**src/rtl/datapath_controller.sv**
```systemverilog
// Instruction decoder and Moore FSM that sequences the 16-bit register/ALU datapath.
// Optional feature macro: ILLEGAL_TRAP_EN (illegal instructions trap into HALT and raise err).
module datapath_controller #(
  parameter int W = 16
) (
  input  logic         clk,
  input  logic         reset,
  input  logic         s,
  input  logic [15:0]  in,
  output logic         w,
  output logic         err,
  output logic [2:0]   readnum,
  output logic [2:0]   writenum,
  output logic [3:0]   vsel,
  output logic         loada,
  output logic         loadb,
  output logic         loadc,
  output logic         loads,
  output logic         write,
  output logic         asel,
  output logic         bsel,
  output logic [1:0]   shift,
  output logic [1:0]   ALUop,
  output logic [W-1:0] sximm8,
  output logic [W-1:0] sximm5
);

  typedef enum logic [2:0] {
    S_WAIT,
    S_DECODE,
    S_WRITE_IMM,
    S_GET_A,
    S_GET_B,
    S_EXEC,
    S_WRITE_REG
`ifdef ILLEGAL_TRAP_EN
    , S_HALT
`endif
  } state_t;

  localparam logic [3:0] VSEL_C     = 4'b0001;
  localparam logic [3:0] VSEL_IMM8  = 4'b0100;

  state_t      state_q, state_d;
  logic [15:0] ir_q, ir_d;

  // IR field views
  logic [2:0] opcode, rn, rd, rm;
  logic [1:0] op, sh;
  assign opcode = ir_q[15:13];
  assign op     = ir_q[12:11];
  assign rn     = ir_q[10:8];
  assign rd     = ir_q[7:5];
  assign sh     = ir_q[4:3];
  assign rm     = ir_q[2:0];

  logic is_mov_imm, is_mov_reg, is_alu, is_cmp, is_mvn;
  assign is_mov_imm = (opcode == 3'b110) && (op == 2'b10);
  assign is_mov_reg = (opcode == 3'b110) && (op == 2'b00);
  assign is_alu     = (opcode == 3'b101);
  assign is_cmp     = is_alu && (op == 2'b01);
  assign is_mvn     = is_alu && (op == 2'b11);

  assign sximm8 = {{(W-8){ir_q[7]}}, ir_q[7:0]};
  assign sximm5 = {{(W-5){ir_q[4]}}, ir_q[4:0]};

  // NOTE: sequential state uses non-blocking assignments so every register samples pre-edge values.
  always_ff @(posedge clk or posedge reset) begin
    if (reset) begin
      state_q <= S_WAIT;
      ir_q    <= 16'h0000;
    end else begin
      state_q <= state_d;
      ir_q    <= ir_d;
    end
  end

  // The only IR write port: a start accepted while idle.
  always_comb begin
    ir_d = ir_q;
    if (state_q == S_WAIT && s) ir_d = in;
  end

  always_comb begin
    // NOTE: every combinational output gets a default first, so no path can infer a latch.
    state_d  = state_q;
    w        = 1'b0;
    err      = 1'b0;
    readnum  = rn;
    writenum = rd;
    shift    = sh;
    ALUop    = op;
    vsel     = VSEL_C;
    loada    = 1'b0;
    loadb    = 1'b0;
    loadc    = 1'b0;
    loads    = 1'b0;
    write    = 1'b0;
    asel     = 1'b0;
    bsel     = 1'b0;

    unique case (state_q)
      S_WAIT: begin
        w        = 1'b1;
        readnum  = 3'd0;
        writenum = 3'd0;
        shift    = 2'b00;
        ALUop    = 2'b00;
        if (s) state_d = S_DECODE;
      end

      S_DECODE: begin
        if (is_mov_imm)                          state_d = S_WRITE_IMM;
        else if (is_alu && !is_mvn)              state_d = S_GET_A;
        else if (is_mov_reg || is_mvn)           state_d = S_GET_B;
        else begin
`ifdef ILLEGAL_TRAP_EN
          state_d = S_HALT;
`else
          state_d = S_WAIT;
`endif
        end
      end

      S_WRITE_IMM: begin
        writenum = rn;
        vsel     = VSEL_IMM8;
        write    = 1'b1;
        state_d  = S_WAIT;
      end

      S_GET_A: begin
        readnum = rn;
        loada   = 1'b1;
        state_d = S_GET_B;
      end

      S_GET_B: begin
        readnum = rm;
        loadb   = 1'b1;
        state_d = S_EXEC;
      end

      S_EXEC: begin
        if (is_mov_reg) begin
          asel  = 1'b1;
          ALUop = 2'b00;
        end
        // CMP only updates status; nothing is written back.
        if (is_cmp) begin
          loads   = 1'b1;
          state_d = S_WAIT;
        end else begin
          loadc   = 1'b1;
          state_d = S_WRITE_REG;
        end
      end

      S_WRITE_REG: begin
        writenum = rd;
        vsel     = VSEL_C;
        write    = 1'b1;
        state_d  = S_WAIT;
      end

`ifdef ILLEGAL_TRAP_EN
      S_HALT: begin
        err     = 1'b1;
        state_d = S_HALT;
      end
`endif

      default: state_d = S_WAIT;
    endcase
  end

endmodule

```
**config.mk**
```make
export PLATFORM = sky130hd
export DESIGN_NAME = datapath_controller
export DESIGN_NICKNAME = d
export VERILOG_FILES = /design/src/rtl/datapath_controller.sv
export SDC_FILE = /design/constraint.sdc
export NUM_CORES = 1
export LEC_CHECK = 0
export BUFFER_PORTS_ARGS = -buffer_cell sky130_fd_sc_hd__buf_2
export CORE_MARGIN = 2
export CORE_UTILIZATION = 40
export CTS_CLUSTER_DIAMETER = 100
export DETAILED_ROUTE_END_ITERATION = 6
export HOLD_SLACK_MARGIN = 0.02
export PLACE_DENSITY = 0.76
export RECOVER_POWER = 100
export SYNTH_ARGS = -nofsm -noshare
export SYNTH_HDL_FRONTEND = slang
export SYNTH_SLANG_ARGS = --single-unit
```
**constraint.sdc**
```tcl
create_clock -name clk -period 1.5 [get_ports clk]
set_clock_uncertainty 0.1 [all_clocks]
set_input_delay 0.375 -clock clk [delete_from_list [all_inputs] [get_ports clk]]
set_output_delay 0.375 -clock clk [all_outputs]
set_load 0.03 [all_outputs]
```
==> results.md <==
- Synth Area in Compound Gates: 6.239%
- Post-DP HPWL: 2.086 mm
- Die height: 62.39 um
- RSZ-0062 raised after global routing: true
- Worst reg2reg setup slack: -0.23 ns
- Multi-input logic area: 734.5 sq um
- Syn_area_per_cell: 9.883 sq um
- GR Overflow Total: 0
- Mux share of post-synthesis cell area: 15.96%
- Sequential area share after synthesis: 34.86%
- Post-DP Area: 0.001697 sq mm
- Initial Util: 41.19%
- Crit path launch type: flop
- Avg WL per Cell: 14.64 um
- WL final: 3.748 mm
- Ant. Diodes: 0
- Post-Synth Simple-Gate Area: 18.07%
- Die outline area: 0.003893 sq mm
- Remaining DRCs: 0
- Flops & latches, synth: 19
- FF-to-FF path depth: 5
- Post-route antenna net violation count: 0
- Crit-path max FO: 6
- Core area: 0.003311 sq mm
- Largest net degree at the start of global routing: 20
- Cell area after synthesis: 0.001364 sq mm
- Reg area: 481.7 sq um
- Via count: 1189
- Max-slew violations: 0
- First-pass GRT wire length: 5.092 mm
- 1st-iter DRT viols: 39
- Hold Slack: 0.2063 ns
- Initial antenna violation count: 0
- Final Cell Area: 0.002226 sq mm
- Nets: 230
- Setup slack at placement: -0.1715 ns
- Number of fill cells: 251
- Root Driver: clkbuf_4
- CP Launch Point: state_q[2]$_DFFE_PP0P_
- Share of layout cells above drive strength 1: 80.48%
- Clk_lat worst skew: 0.29 ns
- H-tree lvl count: 1
- Setup violations, final: 40
- Vias/cell: 4.645
- Final hold violation count: 0
- Setup crit end kind: output pin
- Std-Cell Rows: 21
- Final GP Congestion: 0.8256
- Arrival @ worst endpoint: 1.46 ns
- Period utilization: 129.2%
- Num CTS Buffers: 3
- Setup TNS: -10.17 ns
- Failing checks: setup timing
- FF-to-FF Start: state_q[2]$_DFFE_PP0P_
- I/O Buffers: 69
- Critical path class: reg -> out
- Post-layout min period: 1.938 ns
- GRT Total Usage: 16.46%
- CTS sink count: 19
- Req. time, crit path: 1.02 ns
- Min-Delay Path Class: in -> reg
- TritonCTS clock tree: yes
- Worst-path clk slew: 0.11 ns
- Max-cap viol count: 0
- Final WS setup: -0.4382 ns
- Syn Inst Count: 138
- Largest family of logic cells by synthesized area: buffers and inverters
- Maximum clock insertion buffer count: 2
- Area growth syn-to-layout: 63.21%
- Hold Path Depth: 2
- Chip width: 62.39 um
- Vias in the first global route: 1096
- DRT Pass-1 Iters: 4
- Status: complete, but fails checks
- Post-Synth XOR/XNOR Area: 0%
- Max Freq: 516.0 MHz
- Hold Path Origin: in[1]
- Post-synth cell types: 29
- Post-synthesis adder-cell area fraction: 0%
- Num ports: 74
- Yosys warnings: 0
routing by layer:
metal	up-vias	part of all wire (%)	track usage, %
li1	568	-	-
met2	51	54	30.16
met5	-	0	0
met4	0	1.4	1.944
met3	6	6.1	3.964
met1	564	39	20.23
synthesized netlist by cell type, drive strengths merged:
library cell	instances	area share (%)
nor3	1	1.2
and2b	4	2.2
nand4	1	0.46
a21oi	3	1.1
nor2	6	1.7
nand2	11	3.0
o21ai	6	2.2
nor4b	1	0.64
and2	6	2.9
nor3b	1	0.55
a311o	1	0.73
nand2b	1	0.46
dfrtp	19	35
buf	39	23
nor2b	4	1.8
nand3	7	2.6
nand3b	1	0.55
a31oi	2	0.92
conb	1	0.27
inv	2	0.55
o21bai	1	0.55
mux2	16	16
clkbuf	3	0.83
o311a	1	0.73
registers in the layout, summed over array words and instances (netlist names):
register	count
ir_q	16
state_q	3
worst paths after layout:
| check | endpoint |
|---|---|
| worst min-delay path | ir_q[1]$_DFFE_PP0P_ |
| max in group asynchronous | state_q[1]$_DFFE_PP0P_ |
| worst min register to register | ir_q[10]$_DFFE_PP0P_ |
| min in group asynchronous | ir_q[10]$_DFFE_PP0P_ |
| worst max register to register | ir_q[9]$_DFFE_PP0P_ |
| worst max-delay path | ALUop[0] |
cell families (layout without fill, tap and decap cells):
| logic type | count (synthesis) | in the layout |
|---|---|---|
| AOI/OAI and AO/OA | 14 | 14 |
| and+or+nand+nor | 44 | 44 |
| buffers and inverters | 44 | 113 |
| muxes | 16 | 16 |
| other | 1 | 4 |
| DFF | 19 | 19 |
critical path: stages, from the launching register on:
cell and delay, ns:
dfrtp_2 0.46, nor3_4 0.30, and2b_2 0.27, buf_6 0.14
layout by cell type (no fill, tap or decap), types with 2 or more instances in the layout:
cell type  count
conb_1         4
nor2_1         2
dfrtp_2        5
and2b_2        4
a31oi_1        2
buf_6         41
nor2b_4        2
o21ai_2        2
and2_4         4
buf_4         22
clkbuf_4       5
buf_12         4
nor2_4         4
buf_2         22
and2_1         2
mux2_4        16
nand3_2        6
o21ai_1        3
nand2_1        3
a21oi_2        2
dfrtp_1       14
clkbuf_2      15
nand2_2        8
area by class of cell:
cell class                      count  share of cell area [%]
Clock inverter                      1                  0.2248
Clock buffer                        3                   1.012
Tap cell                           46                   2.586
Multi-Input combinational cell     78                   33.00
Timing Repair Buffer              107                   41.20
Sequential cell                    19                   21.64
Inverter                            2                  0.3373
timing repair:
action	in CTS	in global routing
setup buffers	7	9
setup endpoints to repair	57	53
cloned	1	0
hold endpoints to repair	19	0
hold buffers	1	0
gates resized for setup	74	55
pin swaps	15	11
per-stage QoR:
stage          util, %  instances
3_3_place_gp     51.25        236
3_5_place_dp     51.25        236
2_1_floorplan        -        141
5_1_grt          67.23        256
6_report         67.23        256
4_1_cts          62.51        249
Power is not shown: default switching activity piles up to over one toggle a cycle in this logic, so the estimate is an artifact.
